**config.mk**
```make
export PLATFORM = sky130hd
export DESIGN_NAME = ram_fifo_ctrl
export DESIGN_NICKNAME = d
export VERILOG_FILES = /design/src/rtl/ram_fifo_ctrl.sv
export SDC_FILE = /design/constraint.sdc
export NUM_CORES = 1
export LEC_CHECK = 0
export ABC_AREA = 1
export BUFFER_PORTS_ARGS = -buffer_cell sky130_fd_sc_hd__buf_2
export CAP_MARGIN = 20
export CORE_MARGIN = 3
export CORE_UTILIZATION = 49
export DETAILED_ROUTE_END_ITERATION = 6
export PLACE_DENSITY = 0.78
export SYNTH_ARGS = -nofsm -noshare
export SYNTH_HDL_FRONTEND = slang
export SYNTH_SLANG_ARGS = --single-unit
```
**constraint.sdc**
```tcl
create_clock -name clk1 -period 2.3 [get_ports clk1]
set_clock_uncertainty 0.2 [all_clocks]
set_input_delay 0.115 -clock clk1 [delete_from_list [all_inputs] [get_ports clk1]]
set_output_delay 0.115 -clock clk1 [all_outputs]
set_load 0.02 [all_outputs]
```
**src/rtl/ram_fifo_ctrl.sv**
```systemverilog
`timescale 1ns/1ps
// ---------------------------------------------------------------------------
// ram_fifo_ctrl
//   FIFO controller around an external dual-port RAM (raminfr style).
//   Port A writes, and port B performs a synchronous read: the word addressed
//   at an edge appears on ram_rdata after that edge. The controller owns the
//   read and write pointers, the occupancy count and the valid/ready
//   handshakes.
//
// Ports
//   clk1       : sole clock, rising edge
//   rst        : asynchronous, active-high reset
//   in_valid   : producer offers in_data
//   in_data    : write data
//   in_ready   : a word is accepted this cycle (not full, not in reset)
//   out_valid  : out_data holds the head entry
//   out_data   : head entry, taken straight from ram_rdata
//   out_ready  : consumer takes the head this cycle
//   ram_we     : RAM write enable (port A)
//   ram_waddr  : RAM write address (port A)
//   ram_wdata  : RAM write data (port A)
//   ram_raddr  : RAM read address (port B)
//   ram_rdata  : RAM read data (port B), one edge after ram_raddr
//   count      : stored entries, 0..2**AW
//   full       : count == 2**AW
//   empty      : count == 0
// ---------------------------------------------------------------------------

// Invariant checker, kept apart from the datapath.
module ram_fifo_ctrl_chk #(
  parameter int AW = 5
) (
  input logic          clk1,
  input logic          rst,
  input logic          in_ready,
  input logic          out_valid,
  input logic          out_ready,
  input logic          full,
  input logic          empty,
  input logic [AW:0]   count,
  input logic [AW-1:0] ram_raddr,
  input logic [AW-1:0] rd_ptr
);
  localparam int unsigned DEPTH_I = 1 << AW;
  localparam logic [AW:0] DEPTH   = DEPTH_I[AW:0];
  localparam logic [AW:0] CNT_ZERO = {(AW+1){1'b0}};

  a_valid_has_data: assert property (@(posedge clk1) disable iff (rst)
    out_valid |-> (count != CNT_ZERO));
  a_no_overfill: assert property (@(posedge clk1) disable iff (rst)
    count <= DEPTH);
  a_full_blocks: assert property (@(posedge clk1) disable iff (rst)
    full |-> !in_ready);
  a_full_flag: assert property (@(posedge clk1) disable iff (rst)
    full == (count == DEPTH));
  a_empty_flag: assert property (@(posedge clk1) disable iff (rst)
    empty == (count == CNT_ZERO));
  a_hold_addr: assert property (@(posedge clk1) disable iff (rst)
    !(out_valid && out_ready) |-> (ram_raddr == rd_ptr));
endmodule

module ram_fifo_ctrl #(
  parameter int DW = 4,
  parameter int AW = 5
) (
  input  logic          clk1,
  input  logic          rst,
  input  logic          in_valid,
  input  logic [DW-1:0] in_data,
  output logic          in_ready,
  output logic          out_valid,
  output logic [DW-1:0] out_data,
  input  logic          out_ready,
  output logic          ram_we,
  output logic [AW-1:0] ram_waddr,
  output logic [DW-1:0] ram_wdata,
  output logic [AW-1:0] ram_raddr,
  input  logic [DW-1:0] ram_rdata,
  output logic [AW:0]   count,
  output logic          full,
  output logic          empty
);
  localparam int unsigned DEPTH_I  = 1 << AW;
  localparam logic [AW:0]   DEPTH    = DEPTH_I[AW:0];
  localparam logic [AW:0]   CNT_ZERO = {(AW+1){1'b0}};
  localparam logic [AW:0]   CNT_ONE  = {{AW{1'b0}}, 1'b1};
  localparam logic [AW-1:0] PTR_ZERO = {AW{1'b0}};
  localparam logic [AW-1:0] PTR_ONE  = {{(AW-1){1'b0}}, 1'b1};

  logic [AW-1:0] wr_ptr_r;
  logic [AW-1:0] rd_ptr_r;
  logic [AW:0]   count_r;
  logic          out_valid_r;
  logic          full_r;
  logic          empty_r;

  logic          push_s;
  logic          pop_s;
  logic [AW-1:0] raddr_s;
  logic [AW:0]   count_next_s;
  logic          valid_next_s;

  // Handshakes, read address look-ahead and next-state values.
  always_comb begin
    push_s       = in_valid && !full_r && !rst;
    pop_s        = out_valid_r && out_ready;
    raddr_s      = rd_ptr_r;
    count_next_s = count_r;
    valid_next_s = 1'b0;

    // On a pop the RAM must already fetch the next entry so it is on
    // ram_rdata right after the edge; otherwise keep re-reading the head.
    if (pop_s) begin
      raddr_s = rd_ptr_r + PTR_ONE;
    end else begin
      raddr_s = rd_ptr_r;
    end

    case ({push_s, pop_s})
      2'b10:   count_next_s = count_r + CNT_ONE;
      2'b01:   count_next_s = count_r - CNT_ONE;
      default: count_next_s = count_r;
    endcase

    // A word pushed on this edge is deliberately not counted: it is only
    // readable one edge later, which avoids reading an address that is
    // being written on the same edge.
    if (pop_s) begin
      valid_next_s = (count_r != CNT_ONE);
    end else begin
      valid_next_s = (count_r != CNT_ZERO);
    end
  end

  // Pointer, occupancy and status registers.
  always_ff @(posedge clk1 or posedge rst) begin
    if (rst) begin
      wr_ptr_r    <= PTR_ZERO;
      rd_ptr_r    <= PTR_ZERO;
      count_r     <= CNT_ZERO;
      out_valid_r <= 1'b0;
      full_r      <= 1'b0;
      empty_r     <= 1'b1;
    end else begin
      if (push_s) begin
        wr_ptr_r <= wr_ptr_r + PTR_ONE;
      end
      if (pop_s) begin
        rd_ptr_r <= rd_ptr_r + PTR_ONE;
      end
      count_r     <= count_next_s;
      out_valid_r <= valid_next_s;
      full_r      <= (count_next_s == DEPTH);
      empty_r     <= (count_next_s == CNT_ZERO);
    end
  end

  assign in_ready  = !full_r && !rst;
  assign out_valid = out_valid_r;
  assign out_data  = ram_rdata;
  assign ram_we    = push_s;
  assign ram_waddr = wr_ptr_r;
  assign ram_wdata = in_data;
  assign ram_raddr = raddr_s;
  assign count     = count_r;
  assign full      = full_r;
  assign empty     = empty_r;

  ram_fifo_ctrl_chk #(.AW(AW)) u_chk (
    .clk1      (clk1),
    .rst       (rst),
    .in_ready  (in_ready),
    .out_valid (out_valid),
    .out_ready (out_ready),
    .full      (full),
    .empty     (empty),
    .count     (count),
    .ram_raddr (ram_raddr),
    .rd_ptr    (rd_ptr_r)
  );
endmodule

```
# Yosys cells after proc, flatten, opt, wreduce, memory -nomap -nowiden
# Cells that the tools add are included.
# totals
regBits,19
inputBits,12
out_inout_bits,29
# classes
add_sub_neg,4
n_eq_ne,4
n_mux,3
n_reduce_logical,8
# ops
operator,n
$pmux W6 S2,1
$add A5 B1 Y5 const B,2
$add A6 B1 Y6 const B,1
$eq A6 B6 Y1 const B,1
$logic_not A6 Y1,1
$ne A6 B1 Y1 const B,1
$reduce_bool A6 Y1,1
$sub A6 B1 Y6 const B,1
$mux W5,1
$logic_and A1 B1 Y1,4
$eq A2 B1 Y1 const B,1
$eq A2 B2 Y1 const B,1
$logic_not A1 Y1,2
$mux W1,1

# Depth between registers and ports, before layout
# Gate-level depths: netlist (run 1).
# logic_depth
word_depth,6
depth_mapped,11
depth_no_buf,11

# Least setup slack after synthesis (run 1)
# No wires, ideal clock.
# synth_timing
path_kind,flip-flop to flip-flop
start,reg full_r (netlist: full)
end,reg full_r (netlist: full)
setup_time_ns,0.072
t_arrival_ns,1.919
t_required_ns,2.028
slack_ns,0.109
path_stages_with_launch,11
path_buffers,1
path_cell_list,dfrtp_1 -> nor2_2 -> nand2_2 -> ha_1 -> buf_4 -> nand2_1 -> a21boi_2 -> nand2_1 -> a21oi_1 -> nand3_2 -> nor2_1
# synth_via
elab_chain_cells,6
elab_cells_between_ends,7
# synth_lines
item,line_no,source
"start, declared",94,logic full_r;
"start signal, assigned",153,full_r <= (count_next_s == DEPTH);
$logic_not A1 Y1 (*),105,push_s = in_valid && !full_r && !rst;
$logic_and A1 B1 Y1 (*) (2 in series),105,
$eq A2 B1 Y1 / $eq A2 B2 Y1 (equally long branches),119,"case ({push_s, pop_s})"
$pmux W6 S2 (*),119,
$eq A6 B6 Y1 (*),153,
# Every way passes the cells marked *; elsewhere a longest branch is shown, timed or not.
# A chain may end at the register's enable or synchronous reset.

# Worst setup path after layout (run 1)
# layout_timing
start,reg out_valid_r (netlist: out_valid)
end,reg full_r (netlist: full)
# layout_via
elab_chain_cells,4
elab_cells_between_ends,5
# layout_lines
item,line_no,source
"start, declared",93,logic out_valid_r;
"start signal, assigned",152,out_valid_r <= valid_next_s;
$logic_and A1 B1 Y1 (*),106,pop_s = out_valid_r && out_ready;
$eq A2 B1 Y1 / $eq A2 B2 Y1 (equally long branches),119,
$pmux W6 S2 (*),119,
$eq A6 B6 Y1 (*),153,
# Marked as above.

==> results of run 1 <==
-- sequential cells by signal, indices dropped and copies added (netlist names) --
| name | flops |
|---|---|
| out_valid | 1 |
| count | 6 |
| empty | 1 |
| full | 1 |
| ram_waddr | 5 |
| rd_ptr_r | 5 |
-- path summary, 6_finish.rpt --
| kind | start | end | slack [ns] | cells past startpoint |
|---|---|---|---|---|
| setup / recovery | out_valid | full | 0.21 | 9 |
| hold / removal | ram_rdata[0] | out_data[0] | 0.03 | 0 |
| setup reg to reg | out_valid | full | 0.21 | 9 |
| hold reg to reg | rd_ptr_r[4] | rd_ptr_r[4] | 0.28 | 1 |
| max in group asynchronous | rst | count[1] | 1.20 | 3 |
| min in group asynchronous | rst | full | 0.27 | 3 |
-- cells by family after synthesis --
| logic type | Yosys count | synth area share (%) |
|---|---|---|
| buf+inv | 31 | 13.5 |
| simple gates | 81 | 32.4 |
| fa+ha+maj | 7 | 7.11 |
| flops | 19 | 38.7 |
| xor+xnor | 8 | 5.69 |
| compound gates | 4 | 2.64 |
-- repair_timing --
item                       CTS  global route
hold endpoints to repair    20             0
resized for setup            0             1
hold buffers                 2             0
setup endpoints to repair    0             2
-- critical path, cell delays in order (launching register included) --
cell      delay (ns)
dfrtp_1         0.40
nand2_1         0.23
inv_2           0.10
ha_2            0.44
nor2_1          0.07
a21boi_2        0.17
nand2_1         0.07
a21oi_1         0.15
nand3_2         0.11
nor2_1          0.09
-- through the flow --
| step | setup slack (ns) | cell area (um2) | utilization, % | hold WS (ns) | std cells |
|---|---|---|---|---|---|
| 2_1_floorplan | 0.109 | 1230 | - | -0.135 | 150 |
| 3_3_place_gp | 0.308 | 1310 | 57.0 | 0.0301 | 192 |
| 3_5_place_dp | 0.217 | 1310 | 57.0 | 0.0301 | 192 |
| 4_1_cts | 0.184 | 1360 | 59.0 | 0.0301 | 198 |
| 5_1_grt | 0.0275 | 1360 | 59.2 | 0.0300 | 198 |
| 6_report | 0.215 | 1360 | 59.2 | 0.0300 | 198 |
-- report_power, final --
| part | switching, W | internal, W | leakage, nW | total (W) |
|---|---|---|---|---|
| combinational | 0.000728 | 0.000404 | 0.482 | 0.00113 |
| clock | 0.000111 | 0.0000649 | 0.0177 | 0.000176 |
| sequential | 0.000208 | 0.000493 | 0.231 | 0.000701 |
| total | 0.00105 | 0.000962 | 0.731 | 0.00201 |
-- layer usage --
| layer | GRT usage [%] | vias to the layer above | wire [um] |
|---|---|---|---|
| met3 | 4.41 | 7 | 151 |
| li1 | - | 504 | - |
| met2 | 29.4 | 32 | 1260 |
| met4 | 4.75 | 0 | 24 |
| met1 | 20.7 | 463 | 1130 |
| met5 | 0 | - | 0 |
-- layout by cell type (no fill, tap or decap), types with 4 or more instances in the layout --
master / netlist / layout
nand2_1: 39 / 39
nand3_1: 17 / 17
nor2_1: 6 / 6
inv_1: 16 / 16
buf_2: 0 / 24
xnor2_1: 5 / 5
ha_1: 7 / 6
nand4_1: 5 / 5
dfrtp_1: 18 / 18
nand2_2: 4 / 4
-- cell type report --
class                           instances  area (um2)
Fill cell                             213         938
Multi-Input combinational cell        100         592
Sequential cell                        19         477
Timing Repair Buffer                   27         148
Inverter                               20        80.1
Tap cell                               28        35.0
Clock buffer                            3        22.5
Clock inverter                          1        5.00
==> metrics.yaml, run 1 <==
synth:
  ys_ff_latch: 19
  yosysTopAreaCell: "dfrtp_1"
  synth_most_common_cell: "nand2_1"
  ys_types: 23
  postSynthCellCount: 150
  synth_edf_count: 0
  yosysWarnings: 0
  ys_top_cells_by_count: "39 x nand2_1, 18 x dfrtp_1, 17 x nand3_1, 16 x inv_1, 10 x buf_4"
  synthFlopType: "dfrtp_1"
  synth_area_per_cell_um2: 8.22
  syn_area_um2: 1230
  synth_top_cell_area_share_pct: 36.5
  ys_seq_area_share_pct: 38.7
  synth-async-reset-ratio_pct: 100
  yosys-top-cells-area: "dfrtp_1 37%, nand2_1 12%, ha_1 7.1%, nand3_1 6.9%, buf_4 6.1%"
  syn_nets: 169
clock_network:
  cts_tree: "yes"
  cts.clk_slew.worst_paths_ns: 0.11
  h-tree-depth: 1
  clockRootBuffer: "clkbuf_4"
  cts_setup_buffers: 0
  cts.sinks: 19
  clk_latency_ns: 0.30
  clock_path_buffers: 2
  cts_buffers: 3
outcome:
  status: "finished, final reports clean"
pwr:
  power.total_w: 0.00201
  ir_drop_v: 0.000891
  total_leakage_power_nw: 0.731
  p_per_area_nw_per_um2: 1480
global_routing:
  overflow: 0
  grt_pass1_wl_um: 4330
  grt_pass1_vias: 965
  antenna_found_initial: 0
  grt_util_all_layers_pct: 17.0
  grt_max_degree: 20
min_path:
  worstHoldPathType: "input port to primary output"
cells_and_area:
  fin_nets: 190
  antenna_cells: 0
  syn2layout_area_growth_pct: 10.3
  drive_gt1_share_pct: 28.8
place:
  dp_hpwl_um: 1960
  gp_congestion: 0.884
  io_buffers: 24
floorplanning:
  die_w_um: 56.2
  coreArea_um2: 2300
  fp.dieH_um: 56.2
  rows: 17
  initial_core_util_pct: 53.6
  die_area_um2: 3150
  io_pins: 41
setup_path:
  path_max_fanout: 8
  cp-end-kind: "flip-flop"
  worstPathArrival_ns: 2.13
  critical_path_required_ns: 2.35
  critPathKind: "flip-flop to flip-flop"
  start_kind: "flip-flop"
sta:
  rsz0062_at_grt: "false"
  period_share_pct: 90.7
  relSlewSlack_pct: 54.4
  hold_viol_final: 0
  fmax_mhz: 480
  tightest_slew_ns: 0.683
  period_minus_slack_ns: 2.09
  finalSetupTns_ns: 0
  finalMaxSlewViolations: 0
  setup_viol: 0
drt:
  drt_iter0_markers: 21
  avgRoutedWirePerCell_um: 12.9
  drt-total-wl_um: 2560
  drc: 0
  routed_via_density: 5.08
  drt-pass1-iter-count: 4
  antenna_left: 0
  via_count: 1006
run:
  maxCapViolations: 0
No activity file was read; power rests on OpenSTA's default activity.
==> inputs of run 2 (changes only) <==
clock period = 2.5 ns   (was 2.3 ns; I/O delays follow)
==> run 2 against run 1 <==
  * Clock-buffer cell count is 1 higher
  * Combinational power is 8% lower
  * First-iteration DRC count is 19% higher
  * Final cell count stayed put
  * Critical path depth is 2 higher
  * Clock power is 16% lower
  * Setup slack better by 0.14 ns
  * Largest power group unchanged
==> metrics.yaml, run 2 (synthesis gave the netlist of run 1 again) <==
setup_path:
  cp-end-kind: "flip-flop"
  start_kind: "input port"
  critPathKind: "input port to flip-flop"
  cp_slowest_cell: "dlygate4sd3_1"
  worstPathArrival_ns: 2.18
  crit_chain: "dlygate4sd3_1 > buf_2 > nor2_2 > nand2_2 > ha_1 > nor2_1 > a21boi_2 > nand2_1 > a21oi_1 > nand3_2 > nor2_1"
  max_stage_delay_ns: 0.55
  path_max_fanout: 8
  critical_path_required_ns: 2.53
  worst_path_most_repeated_cell: "nor2_1"
sta:
  finalMaxSlewViolations: 0
  hold_slack_ns: 0.0500
  finalSetupTns_ns: 0
  relSlewSlack_pct: 54.7
  setup_viol: 0
  rsz0062_at_grt: "false"
  hold_viol_final: 0
  fin_ws_ns: 0.352
  period_minus_slack_ns: 2.15
  fmax_mhz: 466
  tightest_slew_ns: 0.679
  period_share_pct: 85.9
floorplanning:
  die_area_um2: 3150
  coreArea_um2: 2300
  fp.dieH_um: 56.2
  initial_core_util_pct: 53.6
  die_w_um: 56.2
  rows: 17
  io_pins: 41
cells_and_area:
  largest_register_ffs: 6
  fin_nets: 190
  num-fill-cells: 197
  syn2layout_area_growth_pct: 9.95
  antenna_cells: 0
  drive_gt1_share_pct: 27.6
  final_cell_mix: "39 x nand2_1, 24 x buf_2, 18 x dfrtp_1, 17 x nand3_1, 16 x inv_1"
  top_register: "count"
  layout_commonest_cell: "nand2_1"
drt:
  via_count: 995
  drt-pass1-iter-count: 4
  avgRoutedWirePerCell_um: 12.7
  routed_via_density: 5.03
  drt-total-wl_um: 2510
  drt_iter0_markers: 25
  antenna_left: 0
  drc: 0
clock_network:
  clk_latency_ns: 0.29
  clock_path_buffers: 2
  clockRootBuffer: "clkbuf_4"
  cts_hold_buf: 2
  cts_tree: "yes"
  cts_buffers: 3
  cts_setup_buffers: 0
  h-tree-depth: 1
  cts.sinks: 19
  cts_resized: 0
  cts.clk_slew.worst_paths_ns: 0.09
place:
  io_buffers: 24
  gp_congestion: 0.885
  dp_worst_setup_slack_ns: 0.406
  dp_hpwl_um: 1910
global_routing:
  antenna_found_initial: 0
  grt_pass1_vias: 931
  grt_pass1_wl_um: 4360
  grt_max_degree: 20
  grt_util_all_layers_pct: 17.4
  overflow: 0
pwr:
  total_leakage_power_nw: 0.729
  power.total_w: 0.00183
  ir_drop_v: 0.000761
  p_per_area_nw_per_um2: 1350
run:
  maxCapViolations: 0
outcome:
  status: "finished, final reports clean"
min_path:
  worstHoldPathType: "input port to primary output"
==> run 2: power by group <==
part / switching (W) / total, W / internal (W)
clock: 0.0000861 / 0.000148 / 0.0000622
sequential: 0.000190 / 0.000644 / 0.000454
combinational: 0.000668 / 0.00104 / 0.000368
==> run 2: path summary, 6_finish.rpt <==
| check | start | end | slack [ns] | cells past startpoint |
|---|---|---|---|---|
| max reg2reg | out_valid | full | 0.39 | 9 |
| max in group asynchronous | rst | count[4] | 1.35 | 3 |
| min reg2reg | rd_ptr_r[4] | rd_ptr_r[4] | 0.28 | 1 |
| min | ram_rdata[0] | out_data[0] | 0.05 | 0 |
| max | rst | full | 0.35 | 11 |
| min in group asynchronous | rst | ram_waddr[0] | 0.32 | 3 |
==> run 2: metal layers <==
metal | wire [um] | GRT usage, %
met1 | 1120 | 20.9
met3 | 163 | 6.26
met2 | 1200 | 29.0
met4 | 30 | 5.08
met5 | 0 | 0
==> run 2: area by class of cell <==
cell class              count  area, um2  area share, %
well taps                  28       35.0           2.59
repair buffers             27        148           10.9
clock buffers               4       26.3           1.94
multi-input cells         100        589           43.5
flip-flops and latches     19        477           35.2
inverters                  20       80.1           5.91
==> run 2: critical path: cells and delay by family <==
| kind | cells | cell delay [ns] |
|---|---|---|
| AOI/OAI and AO/OA | 2 | 0.32 |
| adders and majority gates | 1 | 0.47 |
| buffers and inverters | 2 | 0.69 |
| and+or+nand+nor | 6 | 0.58 |
==> run 2: stage by stage <==
stage / std cells / util (%) / instance area [um2]
2_1_floorplan: 150 / - / 1230
3_3_place_gp: 192 / 57.0 / 1310
3_5_place_dp: 192 / 57.0 / 1310
4_1_cts: 198 / 59.0 / 1360
5_1_grt: 198 / 59.0 / 1360
6_report: 198 / 59.0 / 1360
==> inputs of run 3 (changes only) <==
ABC_AREA = default   (was 1)
PLACE_DENSITY = 0.79   (was 0.78)
==> run 3 against run 2 <==
  * Die area shrank 6.4%
  * Register-to-register slack lost 0.14 ns
  * Setup slack lost 0.18 ns
  * Hold slack is the same
  * Combinational power is essentially flat
  * Critical path type unchanged
  * Critical endpoint unchanged
  * Highest routed layer unchanged
==> metrics.yaml, run 3 <==
drt:
  drt_iter0_markers: 12
  drc: 0
  drt-pass1-iter-count: 4
  avgRoutedWirePerCell_um: 13.7
  drt-total-wl_um: 2110
  via_count: 825
  antenna_left: 0
  routed_via_density: 5.36
synth:
  syn_area_um2: 1140
  yosysWarnings: 0
  synthFlopType: "dfrtp_1"
  ys_top_cells_by_count: "18 x dfrtp_1, 8 x buf_4, 8 x nand2_1, 7 x ha_1, 7 x xnor2_1"
  syn_nets: 128
  synth-async-reset-ratio_pct: 100
  postSynthCellCount: 109
  synth_top_cell_area_share_pct: 39.4
  ys_ff_latch: 19
  synth_area_per_cell_um2: 10.5
  yosysTopAreaCell: "dfrtp_1"
  ys_types: 38
  yosys-top-cells-area: "dfrtp_1 39%, ha_1 7.7%, xnor2_1 5.4%, buf_4 5.3%, mux2i_1 4.4%"
  ys_seq_area_share_pct: 41.7
  synth_edf_count: 0
  synth_most_common_cell: "dfrtp_1"
setup_path:
  r2r-end: "full"
  crit_path_end: "full"
  worstPathArrival_ns: 2.34
  max_stage_delay_ns: 0.52
  critPathKind: "input port to flip-flop"
  crit_path_start: "rst"
  crit_chain: "dlygate4sd3_1 > buf_2 > nor2_4 > and2_1 > inv_1 > ha_2 > buf_4 > nor4_1 > o21ai_1 > o211ai_2 > nor3b_2"
  critical_path_required_ns: 2.52
  r2r_start: "out_valid"
  cp_slowest_cell: "dlygate4sd3_1"
  cp-end-kind: "flip-flop"
  rrSetupSlack_ns: 0.25
  ff2ff_path_depth: 7
  start_kind: "input port"
  path_max_fanout: 10
clock_network:
  cts_tree: "yes"
  clock_path_buffers: 2
  clockRootBuffer: "clkbuf_4"
  h-tree-depth: 1
  cts.sinks: 19
  cts.clk_slew.worst_paths_ns: 0.10
  clk_latency_ns: 0.30
  cts_setup_buffers: 0
  cts_buffers: 3
global_routing:
  antenna_found_initial: 0
  grt_util_all_layers_pct: 17.2
  overflow: 0
  grt_pass1_vias: 843
  grt_pass1_wl_um: 3680
  grt_max_degree: 20
min_path:
  worstHoldPathType: "input port to primary output"
cells_and_area:
  final_util_pct: 61.2
  fin_area_um2: 1270
  syn2layout_area_growth_pct: 11.4
  top_register: "count"
  fin_nets: 147
  largest_register_ffs: 6
  antenna_cells: 0
  layout_commonest_cell: "buf_2"
  drive_gt1_share_pct: 35.4
  num-fill-cells: 178
  final_cell_mix: "24 x buf_2, 17 x dfrtp_1, 8 x nand2_1, 7 x xnor2_1, 6 x ha_1"
sta:
  finalSetupTns_ns: 0
  tightest_slew_ns: 0.681
  finalMaxSlewViolations: 0
  relSlewSlack_pct: 54.5
  fmax_mhz: 430
  period_share_pct: 93.0
  period_minus_slack_ns: 2.33
  setup_viol: 0
  hold_viol_final: 0
  fin_ws_ns: 0.174
  rsz0062_at_grt: "false"
place:
  placed_area_um2: 1230
  gp_congestion: 0.873
  dp_hpwl_um: 1640
  dp_worst_setup_slack_ns: 0.215
  io_buffers: 24
floorplanning:
  die_w_um: 54.3
  fp.dieH_um: 54.3
  coreArea_um2: 2080
  initial_core_util_pct: 54.9
  io_pins: 41
  rows: 16
  die_area_um2: 2950
pwr:
  total_leakage_power_nw: 0.592
  p_per_area_nw_per_um2: 1420
  ir_drop_v: 0.000823
  power.total_w: 0.00181
outcome:
  status: "finished, final reports clean"
run:
  maxCapViolations: 0
run 3: cell families after synthesis:
logic type                 Yosys count  share of synthesized area [%]
xor gates and xnor gates             8                           6.13
adders and majority gates            7                           7.66
muxes                                8                           7.33
buffers and inverters               20                           9.96
and+or+nand+nor                     32                           17.7
AOI/OAI and AO/OA                   15                           9.52
DFF                                 19                           41.7
run 3: critical path: cells and delay by family:
| kind | cells | cell delay, ns |
|---|---|---|
| AO/OA/AOI/OAI | 2 | 0.23 |
| adder cells (fa/ha/maj) | 1 | 0.35 |
| buffers and inverters | 4 | 0.90 |
| AND/OR/NAND/NOR | 4 | 0.73 |
run 3: final cells by class:
type	count	area, um2	share of cell area [%]
Clock inverter	1	5.00	0.393
Clock buffer	3	22.5	1.77
Timing Repair Buffer	27	145	11.4
Inverter	7	26.3	2.06
Multi-Input combinational cell	70	563	44.2
Sequential cell	19	478	37.5
Tap cell	27	33.8	2.65
run 3: repair_timing:
action	CTS	global route
setup endpoints to repair	0	2
hold buffers	1	0
gates resized for setup	0	1
endpoints found under the hold margin	18	0
run 3: metrics by stage:
| stage | hold WS [ns] | std cells |
|---|---|---|
| after floorplan | -0.125 | 109 |
| after CTS | 0.0501 | 154 |
| final | 0.0500 | 154 |
| after detailed placement | 0.0501 | 149 |
| after global routing | 0.0500 | 154 |
| after global placement | 0.0501 | 149 |
run 3: worst min-delay path by stage:
stage                      start           to  slack, ns  cells after the start
floorplan                    rst     count[0]      -0.12                      1
global placement    ram_rdata[1]  out_data[1]       0.05                      0
detailed placement  ram_rdata[1]  out_data[1]       0.05                      0
CTS                 ram_rdata[1]  out_data[1]       0.05                      0
global route        ram_rdata[3]  out_data[3]       0.05                      0
finish              ram_rdata[2]  out_data[2]       0.05                      0
run 3: layer usage:
layer / GRT usage, % / part of all wire [%] / up-vias
li1: - / - / 407
met4: 3.73 / 0.43 / 0
met2: 30.1 / 47 / 28
met3: 4.90 / 6.0 / 4
met5: 0 / 0 / -
met1: 20.7 / 46 / 386
run 3: where the power goes:
group	internal, W	switching (W)	leakage (nW)
Sequential	0.000458	0.000181	0.229
Combinational	0.000432	0.000588	0.345
Clock	0.0000596	0.0000931	0.0177
